[config.mk]
export PLATFORM = sky130hd
export DESIGN_NAME = mul_sched_flat
export DESIGN_NICKNAME = d
export VERILOG_FILES = /design/src/rtl/mul_pkg.sv /design/src/rtl/mul_sched_if.sv /design/src/rtl/rr_arb2.sv /design/src/rtl/mul_sched.sv /design/src/flat_wrapper.sv
export SDC_FILE = /design/constraint.sdc
export NUM_CORES = 1
export LEC_CHECK = 0
export ABC_CLOCK_PERIOD_IN_PS = 2800
export BUFFER_PORTS_ARGS = -buffer_cell sky130_fd_sc_hd__buf_4
export CAP_MARGIN = 15
export CORE_MARGIN = 2
export CORE_UTILIZATION = 43
export CTS_CLUSTER_SIZE = 12
export DETAILED_ROUTE_END_ITERATION = 7
export PLACE_DENSITY = 0.76
export SYNTH_ARGS = -nofsm -noshare
export SYNTH_HDL_FRONTEND = slang
export SYNTH_HIERARCHICAL = 1
export SYNTH_SLANG_ARGS = --single-unit
[constraint.sdc]
create_clock -name clk -period 2.8 [get_ports clk]
set_input_delay 0.14 -clock clk [delete_from_list [all_inputs] [get_ports clk]]
set_output_delay 0.14 -clock clk [all_outputs]
set_load 0.005 [all_outputs]
[src/rtl/mul_pkg.sv]
// Shared definitions for the shift-free add-loop multiplier scheduler:
// default widths, FSM state encoding and one-hot grant constants.
package mul_pkg;

    localparam int W_DEF    = 16;
    localparam int NREQ_DEF = 2;

    typedef enum logic [2:0] {
        ST_IDLE,
        ST_LDA,
        ST_LDB,
        ST_CHK,
        ST_ACC,
        ST_DONE
    } state_t;

    localparam logic [1:0] GNT_NONE = 2'b00;
    localparam logic [1:0] GNT_0    = 2'b01;
    localparam logic [1:0] GNT_1    = 2'b10;

endpackage

[src/rtl/mul_sched_if.sv]
// Control/status bus between the scheduler and the external add-loop datapath.
// The scheduler drives the operand bus and strobes; the datapath returns its
// B-equals-zero flag and accumulator value.
interface mul_dp_if
    import mul_pkg::*;
#(
    parameter int W = W_DEF
) ();

    logic [W-1:0] dp_data_in;
    logic         ld_a;
    logic         ld_b;
    logic         ld_d;
    logic         clr_d;
    logic         dec;
    logic         eqz;
    logic [W-1:0] dp_prod;

    modport master (
        output dp_data_in, ld_a, ld_b, ld_d, clr_d, dec,
        input  eqz, dp_prod
    );

    modport slave (
        input  dp_data_in, ld_a, ld_b, ld_d, clr_d, dec,
        output eqz, dp_prod
    );

endinterface

[src/rtl/rr_arb2.sv]
// Two-way round-robin arbiter. A lone requester always wins; on a tie the
// requester that was not served last wins. The served index is remembered
// whenever advance is high and a grant is being issued.
module rr_arb2
    import mul_pkg::*;
(
    input  logic       clk,
    input  logic       rst_n,
    input  logic [1:0] req,
    input  logic       advance,
    output logic [1:0] grant
);

    logic last_q;
    logic last_d;

    // Grant decode from current requests and the last-served index
    always_comb begin
        grant = GNT_NONE;
        case (req)
            2'b01:   grant = GNT_0;
            2'b10:   grant = GNT_1;
            2'b11:   grant = last_q ? GNT_0 : GNT_1;
            default: grant = GNT_NONE;
        endcase
    end

    // Remember who was served when the owner releases the grant
    always_comb begin
        last_d = last_q;
        if (advance && (grant != GNT_NONE)) begin
            last_d = grant[1];
        end
    end

    // Last-served register; starts as requester 1 so requester 0 wins the first tie
    always_ff @(posedge clk or negedge rst_n) begin
        if (!rst_n) begin
            last_q <= 1'b1;
        end else begin
            last_q <= last_d;
        end
    end

endmodule

[src/rtl/mul_sched.sv]
// Two-requester multiply scheduler. Grants one requester at a time, latches
// its operands, and sequences an external add-loop datapath (load A, load B
// and clear accumulator, then add-and-decrement until B reaches zero).
module mul_sched
    import mul_pkg::*;
#(
    parameter int W    = W_DEF,
    parameter int NREQ = NREQ_DEF
) (
    input  logic          clk,
    input  logic          rst_n,
    input  logic          req0,
    input  logic          req1,
    input  logic [W-1:0]  a0,
    input  logic [W-1:0]  b0,
    input  logic [W-1:0]  a1,
    input  logic [W-1:0]  b1,
    output logic          done0,
    output logic          done1,
    output logic [W-1:0]  prod0,
    output logic [W-1:0]  prod1,
    output logic [1:0]    gnt,
    output logic          busy,
    mul_dp_if.master      dp
);

    state_t         state_q, state_d;
    logic [1:0]     gnt_q, gnt_d;
    logic [W-1:0]   a_q, a_d;
    logic [W-1:0]   b_q, b_d;
    logic [W-1:0]   prod0_q, prod0_d;
    logic [W-1:0]   prod1_q, prod1_d;

    logic [NREQ-1:0] arb_req;
    logic            arb_adv;
    logic [1:0]      arb_gnt;

    // While finishing, present only the current owner so the arbiter records it
    always_comb begin
        arb_req = {req1, req0};
        arb_adv = 1'b0;
        if (state_q == ST_DONE) begin
            arb_req = gnt_q;
            arb_adv = 1'b1;
        end
    end

    rr_arb2 u_arb (
        .clk     (clk),
        .rst_n   (rst_n),
        .req     (arb_req),
        .advance (arb_adv),
        .grant   (arb_gnt)
    );

    // State register
    always_ff @(posedge clk or negedge rst_n) begin
        if (!rst_n) begin
            state_q <= ST_IDLE;
        end else begin
            state_q <= state_d;
        end
    end

    // Next-state sequencing of the add loop
    always_comb begin
        state_d = state_q;
        case (state_q)
            ST_IDLE: if (arb_gnt != GNT_NONE) state_d = ST_LDA;
            ST_LDA:  state_d = ST_LDB;
            ST_LDB:  state_d = ST_CHK;
            ST_CHK:  state_d = dp.eqz ? ST_DONE : ST_ACC;
            ST_ACC:  state_d = ST_CHK;
            ST_DONE: state_d = ST_IDLE;
            default: state_d = ST_IDLE;
        endcase
    end

    // Grant, operand latch and per-requester product capture
    always_comb begin
        gnt_d   = gnt_q;
        a_d     = a_q;
        b_d     = b_q;
        prod0_d = prod0_q;
        prod1_d = prod1_q;
        case (state_q)
            ST_IDLE: begin
                if (arb_gnt != GNT_NONE) begin
                    gnt_d = arb_gnt;
                    a_d   = arb_gnt[1] ? a1 : a0;
                    b_d   = arb_gnt[1] ? b1 : b0;
                end
            end
            ST_CHK: begin
                if (dp.eqz) begin
                    if (gnt_q[0]) prod0_d = dp.dp_prod;
                    if (gnt_q[1]) prod1_d = dp.dp_prod;
                end
            end
            ST_DONE: gnt_d = GNT_NONE;
            default: ;
        endcase
    end

    // Grant, operand and product registers
    always_ff @(posedge clk or negedge rst_n) begin
        if (!rst_n) begin
            gnt_q   <= GNT_NONE;
            a_q     <= '0;
            b_q     <= '0;
            prod0_q <= '0;
            prod1_q <= '0;
        end else begin
            gnt_q   <= gnt_d;
            a_q     <= a_d;
            b_q     <= b_d;
            prod0_q <= prod0_d;
            prod1_q <= prod1_d;
        end
    end

    // Strobes, operand bus and status decoded from state
    always_comb begin
        dp.dp_data_in = '0;
        dp.ld_a       = 1'b0;
        dp.ld_b       = 1'b0;
        dp.ld_d       = 1'b0;
        dp.clr_d      = 1'b0;
        dp.dec        = 1'b0;
        done0         = 1'b0;
        done1         = 1'b0;
        case (state_q)
            ST_LDA: begin
                dp.dp_data_in = a_q;
                dp.ld_a       = 1'b1;
            end
            ST_LDB: begin
                dp.dp_data_in = b_q;
                dp.ld_b       = 1'b1;
                dp.clr_d      = 1'b1;
            end
            ST_ACC: begin
                dp.ld_d = 1'b1;
                dp.dec  = 1'b1;
            end
            ST_DONE: begin
                done0 = gnt_q[0];
                done1 = gnt_q[1];
            end
            default: ;
        endcase
    end

    assign busy  = (state_q != ST_IDLE);
    assign gnt   = gnt_q;
    assign prod0 = prod0_q;
    assign prod1 = prod1_q;

endmodule

[src/flat_wrapper.sv]
// flat-port wrapper written by rule: the top's interface ports become plain ports
module mul_sched_flat import mul_pkg::*;
#(
    parameter int W    = W_DEF,
    parameter int NREQ = NREQ_DEF
)
  (clk, rst_n, req0, req1, a0, b0, a1, b1, done0, done1, prod0, prod1, gnt, busy, dp_dp_data_in, dp_ld_a, dp_ld_b, dp_ld_d, dp_clr_d, dp_dec, dp_eqz, dp_dp_prod);
  mul_dp_if #(.W(W)) dp_i ();
  input  logic clk;
  input  logic rst_n;
  input  logic req0;
  input  logic req1;
  input  logic [W-1:0] a0;
  input  logic [W-1:0] b0;
  input  logic [W-1:0] a1;
  input  logic [W-1:0] b1;
  output logic done0;
  output logic done1;
  output logic [W-1:0] prod0;
  output logic [W-1:0] prod1;
  output logic [1:0] gnt;
  output logic busy;
  output wire logic [$bits(dp_i.dp_data_in)-1:0] dp_dp_data_in;
  output wire logic [$bits(dp_i.ld_a)-1:0] dp_ld_a;
  output wire logic [$bits(dp_i.ld_b)-1:0] dp_ld_b;
  output wire logic [$bits(dp_i.ld_d)-1:0] dp_ld_d;
  output wire logic [$bits(dp_i.clr_d)-1:0] dp_clr_d;
  output wire logic [$bits(dp_i.dec)-1:0] dp_dec;
  input wire logic [$bits(dp_i.eqz)-1:0] dp_eqz;
  input wire logic [$bits(dp_i.dp_prod)-1:0] dp_dp_prod;
  assign dp_dp_data_in = dp_i.dp_data_in;
  assign dp_ld_a = dp_i.ld_a;
  assign dp_ld_b = dp_i.ld_b;
  assign dp_ld_d = dp_i.ld_d;
  assign dp_clr_d = dp_i.clr_d;
  assign dp_dec = dp_i.dec;
  assign dp_i.eqz = dp_eqz;
  assign dp_i.dp_prod = dp_dp_prod;
  mul_sched #(.W(W), .NREQ(NREQ)) u_core (.clk(clk), .rst_n(rst_n), .req0(req0), .req1(req1), .a0(a0), .b0(b0), .a1(a1), .b1(b1), .done0(done0), .done1(done1), .prod0(prod0), .prod1(prod1), .gnt(gnt), .busy(busy), .dp(dp_i));
endmodule
==> results list, run 1 <==
- Residual DRC count: 0
- Effective utilization at floorplan: 44.15%
- The floorplan step defined a core boundary enclosing 7727 sq um.
- FF-to-FF Start: u_core/state_q[1]
- The worst setup path is captured at a flip-flop.
- Clock tree synthesis selected as its root buffer the cell sky130_fd_sc_hd__clkbuf_8.
* Syn-to-layout area delta: 39.16%
* Final hold slack: 0.03986 ns
- At the end of the flow, the number of nets in the layout was 462.
* Worst supply voltage drop on vdd: 0.0004277 V
- The critical path starts at u_core/state_q[1].
* FMAX: 410.7 MHz
* Drt first pass iters: 4
- The initialized floorplan defines 32 standard-cell rows.
* Clock insertion delay at the later pin of the skew report: 0.33 ns
- The critical path is of the reg2reg type.
* Leakage dissipation: 2.250 nW
- The number of failing hold endpoints at the final stage is 0.
- The initial antenna violation count was 0.
- Final Critical Period: 2.435 ns
- The longest clock path from root to sink contains 2 buffers.
- Proportion of synthesized chip area in sequential cells: 51.38%
* Count of unique library cells instantiated by Yosys: 32
* Proportion of netlist area held by the largest area contributor: 50.61%
* Post-route clock period utilization: 86.96%
* Max-slew headroom at the worst pin: 41.30%
- Detailed placement HPWL: 5595 um
- Skew final: 0.007248 ns
- Beginning of the worst hold path: dp_dp_prod[11]
- Max capacitance violation total: 0
- Number of DRC violations after detailed-routing iteration 0: 57
- The routed design has 7731 um of wire.
- At the pin with the least slew margin, the transition time is 0.8805 ns.
* Total inserted antenna cells: 0
- Post-detailed-route via-to-cell ratio: 5.012
- Counting flops with an async set or reset pin after synthesis yields a share of 100.0%.
- Overall die height: 93.08 um
- Number of inserted filler cells in the final layout: 640
* Result of the run: complete, no violations
- Vias: 2,426
* Die area: 8664 sq um
* Final Non-Filler Cells: 484
* Data arrival at the endpoint of the critical path: 2.65 ns
- Utilization of the core after routing: 61.45%
- Of the cells placed in the final design, the portion with a size suffix greater than 1 is 68.06%.
- The worst register-to-register path has a setup slack of 0.37 ns.
- The average instance in the mapped netlist occupies 14.52 sq um.
* Most frequently used flop master after synthesis: sky130_fd_sc_hd__dfrtp_1
- Reg-to-reg endpoint: u_core/a_q[0]
- Buffers inserted during clock tree synthesis total 9.
- Once detail routing completed, the nets flagged for antenna violations numbered 0.
- Crit start category: flip-flop
- Data required time of the worst path: 3.01 ns
- Setup-failing EPs final: 0
- Total chip power: 4.927 mW
- Power density over the cells: 1038 nW/um^2
- The count of buffers added on input and output ports is 142.
- 143 I/O pins were placed.
- Tightest Hold Check Type: in2reg
* Clk sink count: 70
- Worst Reg-to-Reg Cells: 6
* Clk slew on worst S/H paths: 0.08 ns
* Cell types with the largest area share after synthesis: sky130_fd_sc_hd__dfrtp_1, sky130_fd_sc_hd__mux2_2, sky130_fd_sc_hd__a22o_1
* RSZ-0062 raised after global routing: false
- Post-DR wirelength/cell: 15.97 um
* Syn. warnings: 6
* Hold Path Stages: 2
- Combined area of all synthesized cells: 3412 sq um
* TritonCTS clock tree: built
- The cell count after synthesis came out at 235.
* Quantity of gates resized following cts: 0
- The synthesized design contains 0 enable-type register cells.
- Entering global routing, the biggest net connects 71 pins.
- Chip width: 93.08 um
- Endpoint with the worst hold slack: u_core/prod0[11]
* H-tree level count: 3
- GP Congestion: 0.8083
* Critical Path Fanout Max: 30
* Total congestion overflow after global routing: 0
* Flops & latches, synth: 70
- The number of global-route vias before repair came to 2,629.
* Net count after synthesis: 320
- All-Layer GR Usage: 19.08%
- Largest area contributor in the netlist: sky130_fd_sc_hd__dfrtp_1
- The final-report max-slew violation count was 0.
- In this run, placement finished with an instance count of 467.
- The first global-routing pass estimated 12,860 um of wire.
* Fin Setup TNS: 0 ns
-- synthesized netlist by cell type (3+ instances only) --
cell type	instances
sky130_fd_sc_hd__mux2_1	10
sky130_fd_sc_hd__a22o_1	17
sky130_fd_sc_hd__buf_2	4
sky130_fd_sc_hd__and2_1	4
sky130_fd_sc_hd__buf_4	4
sky130_fd_sc_hd__mux2_2	82
sky130_fd_sc_hd__inv_1	3
sky130_fd_sc_hd__mux2_4	6
sky130_fd_sc_hd__buf_6	7
sky130_fd_sc_hd__dfrtp_1	69
sky130_fd_sc_hd__a21oi_1	3
-- routing by layer --
metal / wire [um] / up-vias / global-route usage, %
met2: 3930 / 72 / 31.52
met3: 397 / 14 / 3.948
met4: 163 / 0 / 9.069
met5: 0 / - / 0
met1: 3240 / 1204 / 23.99
li1: - / 1136 / -
-- cells in the final DEF, fill, tap and decap left out, types with 2 or more instances in the layout --
cell type                  instances
sky130_fd_sc_hd__dfrtp_1          69
sky130_fd_sc_hd__buf_4           146
sky130_fd_sc_hd__clkbuf_8          9
sky130_fd_sc_hd__mux2_2           82
sky130_fd_sc_hd__nor2_1            2
sky130_fd_sc_hd__nand4_4           2
sky130_fd_sc_hd__o21ai_0           2
sky130_fd_sc_hd__inv_1             3
sky130_fd_sc_hd__a22o_1           17
sky130_fd_sc_hd__and2_1            4
sky130_fd_sc_hd__buf_12            2
sky130_fd_sc_hd__mux2_4            6
sky130_fd_sc_hd__mux2_1           10
sky130_fd_sc_hd__clkbuf_1          2
sky130_fd_sc_hd__nand2_1           2
sky130_fd_sc_hd__clkinv_4          2
sky130_fd_sc_hd__a21oi_1           3
-- critical path, stage by stage (launching register included) --
cell and delay, ns:
sky130_fd_sc_hd__dfrtp_1 0.37, sky130_fd_sc_hd__and3b_1 0.36, sky130_fd_sc_hd__mux2_2 0.41, sky130_fd_sc_hd__a21boi_4 0.27, sky130_fd_sc_hd__buf_12 0.24, sky130_fd_sc_hd__mux2_2 0.35
sky130_fd_sc_hd__mux2_1 0.29
-- layout make-up --
type                            count  area, sq um  share of cell area [%]
Sequential cell                    70         1753                   36.92
Clock buffer                       11        131.4                   2.767
Multi-Input combinational cell    143         1515                   31.91
Inverter                            4        15.01                  0.3162
Clock inverter                      5        60.06                   1.265
Tap cell                          102        127.6                   2.688
Timing Repair Buffer              149         1146                   24.14
-- logic make-up (layout without fill, tap and decap cells) --
| group | count (synthesis) | in the layout | share of synthesized area (%) |
|---|---|---|---|
| AOI/OAI and AO/OA | 27 | 27 | 6.271 |
| xor gates and xnor gates | 1 | 1 | 0.2567 |
| buffers and inverters | 22 | 169 | 4.547 |
| DFF | 70 | 70 | 51.38 |
| muxes | 98 | 98 | 33.00 |
| and+or+nand+nor | 17 | 17 | 4.547 |
-- repair_timing --
action / CTS / global route
hold buffers: 1 / 0
hold endpoints to repair: 69 / 0
setup endpoints to repair: 0 / 0
buffers inserted: 0 / 0
-- how the worst max path moves through the flow --
| stage | to | cells past startpoint |
|---|---|---|
| after floorplan | u_core/a_q[10] | 9 |
| after global placement | u_core/b_q[13] | 6 |
| after detailed placement | u_core/b_q[13] | 6 |
| after CTS | u_core/b_q[13] | 6 |
| after global routing | u_core/b_q[12] | 6 |
| final | u_core/a_q[0] | 6 |
-- through the flow --
step                      area (sq um)  setup WS (ns)
after detailed placement          4547         0.3892
after global placement            4547         0.4379
final                             4748         0.3651
after floorplan                   3412         0.1151
after CTS                         4748         0.3787
after global routing              4748         0.2325
-- sequential cells by signal (all words and copies together) (netlist names) --
| register | cells |
|---|---|
| u_core/state_q | 3 |
| u_core/prod1 | 16 |
| u_core/b_q | 16 |
| u_core/gnt | 2 |
| u_core/a_q | 16 |
| u_core/u_arb/last_q | 1 |
| u_core/prod0 | 16 |
-- where the power goes --
group / internal (mW) / switching (mW)
sequential: 1.53 / 0.291
combinational: 1.43 / 0.883
clock: 0.414 / 0.374
Power figures use the tool's default switching activity.
==> run 2, diff against run 1 <==
--- a/config.mk
+++ b/config.mk
@@ -5,14 +5,14 @@
 export SDC_FILE = /design/constraint.sdc
 export NUM_CORES = 1
 export LEC_CHECK = 0
-export ABC_CLOCK_PERIOD_IN_PS = 2800
+export ABC_CLOCK_PERIOD_IN_PS = 2300
 export BUFFER_PORTS_ARGS = -buffer_cell sky130_fd_sc_hd__buf_4
 export CAP_MARGIN = 15
 export CORE_MARGIN = 2
-export CORE_UTILIZATION = 43
+export CORE_UTILIZATION = 48
 export CTS_CLUSTER_SIZE = 12
 export DETAILED_ROUTE_END_ITERATION = 7
-export PLACE_DENSITY = 0.76
+export PLACE_DENSITY = 0.8
 export SYNTH_ARGS = -nofsm -noshare
 export SYNTH_HDL_FRONTEND = slang
 export SYNTH_HIERARCHICAL = 1
==> constraint.sdc (replaced) <==
create_clock -name clk -period 2.3 [get_ports clk]
set_input_delay 0.115 -clock clk [delete_from_list [all_inputs] [get_ports clk]]
set_output_delay 0.115 -clock clk [all_outputs]
set_load 0.005 [all_outputs]
==> results list, run 2 (synthesis results as in run 1) <==
* Total clock buffers created by CTS: 9 (unchanged)
* Number of buffer cells added on primary ports: 142 (unchanged)
* Register-to-register path setup slack: 0.08 ns (-0.29 ns)
- The internal power was 4.116 mW (+22%).
- TritonCTS built the clock tree.
- Sequential power share: 37.1% (about the same)
- Critical Path Fanout Max: 32 (+6.7%)
* FMAX: 450.4 MHz (+9.7%)
- The number of maximum-capacitance constraint violations came to 0 (unchanged).
* Count of endpoints failing hold in the final timing report: 0 (unchanged)
* Clock insertion delay at the later pin of the skew report: 0.33 ns (about the same)
- Detailed placement HPWL: 5645 um (+0.90%)
- Buffering stage count on the worst path with inverters included: 2 (+1)
- Post-DR wirelength/cell: 17.04 um (+6.7%)
* GP Congestion: 0.7258 (-10%)
* Net count reported at finish: 470 (+1.7%)
- Most common library cell in the layout ignoring fill and taps: sky130_fd_sc_hd__buf_4
- Hold Path Stages: 2 (unchanged)
* Number of global-route vias before repair: 2,595 (-1.3%)
* Std cell rows: 30 (-6.3%)
- Cell occurring most often along the worst timing path: sky130_fd_sc_hd__buf_12
* Number of DRC violations after detailed-routing iteration 0: 98 (+72%)
- P_sw: 1.908 mW (+23%)
* Post-detailed-route via-to-cell ratio: 5.182 (+3.4%)
* Chip width: 88.31 um (-5.1%)
- The detailed-routing iteration count for the pre-antenna-repair pass is 4 (unchanged).
- The initial cell density of the core came to 49.95% (+5.8 points).
- Tightest Hold Check Type: in2reg
* Worst path slowest cell: sky130_fd_sc_hd__mux2_2
* Fin Setup TNS: 0 ns (unchanged)
- Power density over the cells: 1248 nW/um^2 (+20%)
* Clk network pwr share: 13.5% (-2.5 points)
* Leakage dissipation: 2.301 nW (+2.2%)
* Routed wire length: 8246 um (+6.7%)
* Beginning of the worst hold path: dp_dp_prod[13]
- The total vias in the final route came to 2,508 (+3.4%).
- The final-report max-slew violation count was 0 (unchanged).
- Maximum number of pins on one net before global-route repair: 71 (unchanged)
- Worst supply voltage drop on vdd: 0.0004992 V (+17%)
* FF-to-FF Start: u_core/state_q[1]
* Dominant delay contributor by cell family on the critical path: multiplexers
* Number of inserted filler cells in the final layout: 503 (-21%)
- Data required time of the worst path: 2.51 ns (-0.50 ns)
- Endpoint with the worst hold slack: u_core/prod0[13]
- Peak per-stage delay on the critical path: 0.40 ns (about the same)
- The worst setup path is of the reg2reg kind.
* Slew of the pin with the lowest slew margin: 0.8682 ns (-0.01230 ns)
* Highest-count cells in the layout ignoring fill and taps: sky130_fd_sc_hd__buf_4, sky130_fd_sc_hd__mux2_2, sky130_fd_sc_hd__dfrtp_1
* Post-route clock period utilization: 96.53% (+9.6 points)
- Result of the run: complete, no violations
* Clk sink count: 70 (unchanged)
* Largest buffer count on any clock path: 2 (unchanged)
- Number of nets still failing antenna checks after routing: 0 (unchanged)
- The number of cells on the worst reg-to-reg path is 8 (+2).
- CP Capture Type: flip-flop
- Core Region: 6832 sq um (-12%)
- Layout cell share with drive strength beyond 1: 68.81% (+0.75 points)
- The final cell count without fillers was 484 (unchanged).
* Crit path cell chain: and3b_1 -> mux2_2 -> a21boi_4 -> buf_12 -> nor2_1 -> nor2_4 -> buf_12 -> mux2_1
* Syn-to-layout area delta: 41.47%
- The first-pass GRT wire length is 12,450 um (-3.2%).
- The switching part of the total came to 31.67% (+0.23 points).
* # IOs: 143 (unchanged)
* Data arrival at the endpoint of the critical path: 2.43 ns (-0.22 ns)
- Reg-to-reg endpoint: u_core/b_q[12]
- Combined flip-flop and latch cell area: 1753 sq um (unchanged)
- Portion of total power attributed to combinational logic: 49.5% (+2.6 points)
- Clock root buffer: sky130_fd_sc_hd__clkbuf_8
- The relative slew slack came to 42.12% (+0.82 points).
* Total inserted antenna cells: 0 (unchanged)
- The number of placed cells counting well taps is 464 (-0.64%).
- Overall die height: 88.31 um (-5.1%)
* Clk slew on worst S/H paths: 0.07 ns (about the same)
* Crit start category: flip-flop
- H-tree level count: 3 (unchanged)
- All-Layer GR Usage: 21.03% (+2.0 points)
- The area of the die was 7799 sq um (-10%).
* Area occupied by multi-input gates: 1534 sq um (+1.2%)
- The initial antenna violation count is 0 (unchanged).
- Skew final: 0.007926 ns (+0.0006775 ns)
* Residual DRC count: 0 (unchanged)
* Total congestion overflow after global routing: 0 (unchanged)
- Setup-failing EPs final: 0 (unchanged)
- Final Critical Period: 2.220 ns (-0.2147 ns)
[run 2: cell types whose count changed in the layout (fill, tap and decap cells not counted), moves of 2 or more]
cell	before	now
sky130_fd_sc_hd__buf_4	146	149
sky130_fd_sc_hd__a21boi_2	0	2
sky130_fd_sc_hd__clkbuf_16	0	2
sky130_fd_sc_hd__clkinv_4	2	0
[run 2: power by group through the flow]
stage / clock (mW) / combinational [mW] / sequential (mW)
CTS: 0.840 / 2.89 / 2.23
floorplan: 0 / 1.69 / 2.18
detailed placement: 0 / 2.88 / 2.24
finish: 0.811 / 2.98 / 2.23
global placement: 0 / 2.80 / 2.21
global route: 0.898 / 3.20 / 2.31
[run 2: cell type report]
| cell class | instances | share of cell area, % |
|---|---|---|
| Sequential cell | 70 | 36.31 |
| Multi-Input combinational cell | 144 | 31.78 |
| Timing Repair Buffer | 156 | 25.89 |
| Clock buffer | 12 | 3.007 |
| Tap cell | 96 | 2.488 |
| Inverter | 4 | 0.3110 |
| Clock inverter | 2 | 0.2074 |
[run 2: what timing repair did]
item | 4_1_cts | 5_1_grt
endpoints found under the hold margin | 69 | 0
endpoints found under the setup margin | 0 | 32
gates resized for setup | 0 | 1
buffers inserted | 0 | 1
hold buffers | 1 | 0
[run 2: per-stage QoR]
| stage | setup slack, ns | hold slack, ns | util, % | power (mW) | cell area, sq um |
|---|---|---|---|---|---|
| after CTS | 0.03374 | 0.004783 | 69.25 | 5.955 | 4731 |
| final | 0.07974 | 0.02004 | 70.66 | 6.024 | 4827 |
| after global placement | 0.1228 | 0.2817 | 66.83 | 5.004 | 4566 |
| after floorplan | -0.005982 | -0.1806 | - | 3.874 | 3448 |
| after detailed placement | 0.04491 | 0.2903 | 66.83 | 5.126 | 4566 |
| after global routing | -0.006775 | 0.003904 | 70.66 | 6.409 | 4827 |
[run 2: worst register-to-register path: stages, from the launching register on]
cell and delay, ns:
sky130_fd_sc_hd__dfrtp_1 0.37, sky130_fd_sc_hd__and3b_1 0.28, sky130_fd_sc_hd__mux2_2 0.40, sky130_fd_sc_hd__a21boi_4 0.16, sky130_fd_sc_hd__buf_12 0.14, sky130_fd_sc_hd__nor2_1 0.19
sky130_fd_sc_hd__nor2_4 0.06, sky130_fd_sc_hd__buf_12 0.17, sky130_fd_sc_hd__mux2_1 0.33
[run 2: how the worst max path moves through the flow]
stage                            startpoint        endpoint  slack, ns  depth (start not counted)
final                     u_core/state_q[1]  u_core/b_q[12]       0.08                          8
after global routing      u_core/state_q[1]   u_core/a_q[3]     -0.007                          8
after CTS                 u_core/state_q[1]   u_core/a_q[7]       0.03                          7
after detailed placement  u_core/state_q[1]   u_core/b_q[0]       0.04                          7
after global placement    u_core/state_q[1]   u_core/a_q[2]       0.12                          6
after floorplan           u_core/state_q[1]   u_core/a_q[0]     -0.006                          9
[run 2: layer usage]
metal	global-route usage [%]	up-vias	part of all wire, %
met1	25.21	1260	40
met3	4.757	16	4.4
met4	8.127	0	2.1
met2	36.84	74	54
li1	-	1158	-
met5	0	-	0
==> run 3, diff against run 2 <==
--- a/config.mk
+++ b/config.mk
@@ -5,12 +5,12 @@
 export SDC_FILE = /design/constraint.sdc
 export NUM_CORES = 1
 export LEC_CHECK = 0
+export ABC_AREA = 1
 export ABC_CLOCK_PERIOD_IN_PS = 2300
 export BUFFER_PORTS_ARGS = -buffer_cell sky130_fd_sc_hd__buf_4
 export CAP_MARGIN = 15
 export CORE_MARGIN = 2
 export CORE_UTILIZATION = 48
-export CTS_CLUSTER_SIZE = 12
 export DETAILED_ROUTE_END_ITERATION = 7
 export PLACE_DENSITY = 0.8
 export SYNTH_ARGS = -nofsm -noshare
==> results list, run 3 <==
- Slew Limit Fails: 0 (unchanged)
- The number of cells on the worst reg-to-reg path was 12 (+4).
- Detailed placement HPWL: 6744 um (+19%)
- The share of async-settable or async-resettable flops after synthesis came to 100.0% (unchanged).
- Data arrival at the endpoint of the critical path: 2.27 ns (-0.16 ns)
- Crit start category: flip-flop
- The cell area reported after detailed placement came to 4621 sq um (+1.2%).
- Die area: 7946 sq um (+1.9%)
- Clock root buffer: sky130_fd_sc_hd__clkbuf_8
* Highest-count cells in the layout ignoring fill and taps: sky130_fd_sc_hd__nand2_1, sky130_fd_sc_hd__buf_4, sky130_fd_sc_hd__nand3_1
- The number of primary I/O pins was 143 (unchanged).
- The fraction of final layout cells sized beyond drive strength 1 came to 29.35% (-39 points).
- Count of unique library cells instantiated by Yosys: 20 (-38%)
* Number of buffer cells added on primary ports: 142 (unchanged)
- Number of flops mapped to enable cells by yosys: 0 (unchanged)
- Wire length of the first global-routing pass: 15,010 um (+20%)
- The transition time of the tightest slew-check pin came to 0.8670 ns (-0.001190 ns).
- The relative slew slack came to 42.20% (+0.079 points).
* Total clock buffers created by CTS: 9 (unchanged)
- Cell types with the largest area share after synthesis: sky130_fd_sc_hd__dfrtp_1, sky130_fd_sc_hd__nand2_1, sky130_fd_sc_hd__nand3_1
- Largest area contributor in the netlist: sky130_fd_sc_hd__dfrtp_1
- The endpoint identified for the worst register-to-register timing path is u_core/a_q[9].
- Dominant delay contributor by cell family on the critical path: simple AND/OR/NAND/NOR gates
* Cell with the most instances after synthesis: sky130_fd_sc_hd__nand2_1
* Cell occurring most often along the worst timing path: sky130_fd_sc_hd__nand2_1
- Setup repair after global routing left no endpoint under its margin.
- Syn_area_per_cell: 7.160 sq um (-51%)
* Peak per-stage delay on the critical path: 0.39 ns (about the same)
* Count of mapped cells out of synthesis: 486 (+110%)
* Area occupied by multi-input gates: 1559 sq um (+1.6%)
- The highest ir drop seen on vdd came to 0.0005383 V (+7.8%).
- The remaining antenna violation count was 0 (unchanged).
- Clock insertion delay at the later pin of the skew report: 0.34 ns (about the same)
* Clk network pwr share: 16.2% (+2.7 points)
* Largest buffer count on any clock path: 2 (unchanged)
* Core Region: 7137 sq um (+4.5%)
- Beginning of the worst hold path: dp_dp_prod[1]
- The count of antenna diodes in the layout is 0 (unchanged).
- Count of endpoints failing hold in the final timing report: 0 (unchanged)
- The per-cell via count in the routed design came to 5.004 (-3.4%).
- The netlist area before placement came to 3480 sq um (+2.0%).
- Vias: 3,633 (+45%)
* Timing startpoint of the critical path: u_core/state_q[1]
- Leakage dissipation: 2.832 nW (+23%)
* Register-to-register path setup slack: 0.25 ns (+0.17 ns)
- TritonCTS built the clock tree.
* Max capacitance violation total: 0 (unchanged)
- H-tree level count: 3 (unchanged)
* Net count after synthesis: 571 (+78%)
- Endpoint with the worst hold slack: u_core/prod1[1]
- The number of synthesized register bits was 70 (unchanged).
- Syn-to-layout area delta: 38.83%
- Most common library cell in the layout ignoring fill and taps: sky130_fd_sc_hd__nand2_1
- Std cell rows: 31 (+3.3%)
* Net count reported at finish: 708 (+51%)
- The weighted congestion at the end of routability-driven global placement is 0.8729 (+20%).
* Result of the run: complete, no violations
- The switching power of the nets came to 2.385 mW (+25%).
- Proportion of synthesized chip area in sequential cells: 50.38% (-1.0 points)
- The utilization of the core after routing is 67.69% (-3.0 points).
- The largest individual stage delay along the critical path comes from the cell sky130_fd_sc_hd__dfrtp_1.
* Sequential power share: 35.8% (-1.3 points)
- Drt first pass iters: 5 (+1)
- The clock sink count was 70 (unchanged).
* Total congestion overflow after global routing: 0 (unchanged)
* Setup-failing EPs final: 0 (unchanged)
- The minimum hold slack came to 0.01667 ns (-0.003376 ns).
- Number of global-route vias before repair: 3,420 (+32%)
- Post-route clock period utilization: 89.25% (-7.3 points)
- The worst setup path is captured at a flip-flop.
- Proportion of netlist area held by the largest area contributor: 49.62% (-0.98 points)
* Residual DRC count: 0 (unchanged)
- The clock slew at the register clock pins of the worst setup and hold paths was 0.08 ns (about the same).
- By startpoint and endpoint, the worst setup path is classified as reg2reg.
- Hold Path Stages: 3 (+1)
- The initial antenna violation count is 0 (unchanged).
- Portion of total power attributed to combinational logic: 48.0% (-1.5 points)
* Routed wire length: 9345 um (+13%)
* Post-route cell area: 4831 sq um (about the same)
- Buffering stage count on the worst path with inverters included: 3 (+1)
- For this run, the leading register cell type out of synthesis is sky130_fd_sc_hd__dfrtp_1.
* Switching Share: 40.59% (+8.9 points)
- FMAX: 487.2 MHz (+8.2%)
* Maximum number of pins on one net before global-route repair: 71 (unchanged)
* Crit path cell chain: inv_1 -> nand3_2 -> o21ai_2 -> nand2_1 -> and2_4 -> nor2_2 -> inv_1 -> nand2_1 -> nand3_1 -> buf_4 -> nand2_1 -> nand2_1
- Number of inserted filler cells in the final layout: 628 (+25%)
- Effective utilization at floorplan: 48.76% (-1.2 points)
* All-Layer GR Usage: 24.22% (+3.2 points)
- Final Critical Period: 2.053 ns (-0.1675 ns)
* Combined flip-flop and latch cell area: 1753 sq um (unchanged)
- Critical Path Fanout Max: 32 (unchanged)
* Post-DR wirelength/cell: 12.87 um (-24%)
* Overall die height: 89.14 um (+0.94%)
- The worst register-to-register path begins at u_core/state_q[1].
* Chip width: 89.14 um (+0.94%)
* Fin Setup TNS: 0 ns (unchanged)
- The detailed router's first-iteration violation count came to 198 (+100%).
* Data required time of the worst path: 2.52 ns (about the same)
* Tightest Hold Check Type: in2reg
- The internal power was 3.490 mW (-15%).
- The post-route clock skew was 0.01399 ns (+0.006068 ns).
- Syn. warnings: 6 (unchanged)
- Power density over the cells: 1216 nW/um^2 (-2.5%)
- Most instantiated cells after synthesis: sky130_fd_sc_hd__nand2_1, sky130_fd_sc_hd__nand3_1, sky130_fd_sc_hd__dfrtp_1
run 3: changes by cell type after synthesis, moves of 10 or more:
cell and delta:
sky130_fd_sc_hd__mux2_2 -82, sky130_fd_sc_hd__nand3_1 +71, sky130_fd_sc_hd__nand2_1 +283, sky130_fd_sc_hd__a22o_1 -17
sky130_fd_sc_hd__mux2_1 -10, sky130_fd_sc_hd__buf_2 +11
run 3: how the worst max path moves through the flow:
stage | slack (ns) | cells past startpoint | end
2_1_floorplan | 0.13 | 11 | u_core/a_q[0]
3_3_place_gp | 0.23 | 12 | u_core/b_q[1]
3_5_place_dp | 0.08 | 12 | u_core/a_q[9]
4_1_cts | 0.04 | 11 | u_core/b_q[6]
5_1_grt | 0.05 | 12 | u_core/a_q[0]
6_report | 0.25 | 12 | u_core/a_q[9]
run 3: per-stage QoR:
step           total power [mW]  setup WS, ns  instances
2_1_floorplan             3.665        0.1301        486
3_3_place_gp              4.820        0.2315        710
3_5_place_dp              4.929       0.07929        710
4_1_cts                   5.892       0.03838        726
5_1_grt                   6.394       0.05176        726
6_report                  5.875        0.2473        726
run 3: cells by family after synthesis:
group,Yosys count,share of synthesized area (%)
AOI/OAI and AO/OA,5,0.7191
buffers and inverters,41,5.178
DFF,70,50.38
and+or+nand+nor,370,43.73
run 3: area by class of cell:
class                   instances  share of cell area (%)
flip-flops and latches         70                   36.29
multi-input cells             375                   32.27
repair buffers                154                   23.98
clock buffers                   9                   2.564
well taps                      99                   2.564
clock inverters                 6                   1.321
inverters                      13                   1.010
run 3: worst reg2reg max path: stages (launching register included):
cell,delay (ns)
sky130_fd_sc_hd__dfrtp_1,0.39
sky130_fd_sc_hd__inv_1,0.08
sky130_fd_sc_hd__nand3_2,0.16
sky130_fd_sc_hd__o21ai_2,0.22
sky130_fd_sc_hd__nand2_1,0.10
sky130_fd_sc_hd__and2_4,0.20
sky130_fd_sc_hd__nor2_2,0.12
sky130_fd_sc_hd__inv_1,0.06
sky130_fd_sc_hd__nand2_1,0.09
sky130_fd_sc_hd__nand3_1,0.10
sky130_fd_sc_hd__buf_4,0.26
sky130_fd_sc_hd__nand2_1,0.10
sky130_fd_sc_hd__nand2_1,0.06
run 3: timing repair:
action                                  in CTS  in global routing
hold buffers                                 1                  0
endpoints found under the setup margin       0                 33
setup buffers                                0                  0
gates resized for setup                      0                  5
endpoints found under the hold margin       69                  0
run 3: power by group through the flow:
| stage | clock network (mW) | registers [mW] | logic [mW] |
|---|---|---|---|
| finish | 0.949 | 2.11 | 2.82 |
| global route | 1.03 | 2.17 | 3.19 |
| CTS | 0.967 | 2.10 | 2.82 |
| detailed placement | 0 | 2.11 | 2.82 |
| global placement | 0 | 2.10 | 2.72 |
| floorplan | 0 | 2.10 | 1.57 |
run 3: per-layer routing:
metal | up-vias | global-route usage (%) | share of wire, %
li1 | 1782 | - | -
met2 | 159 | 40.81 | 50
met5 | - | 0 | 0
met1 | 1671 | 31.24 | 41
met3 | 21 | 3.601 | 7.6
met4 | 0 | 10.18 | 2.0
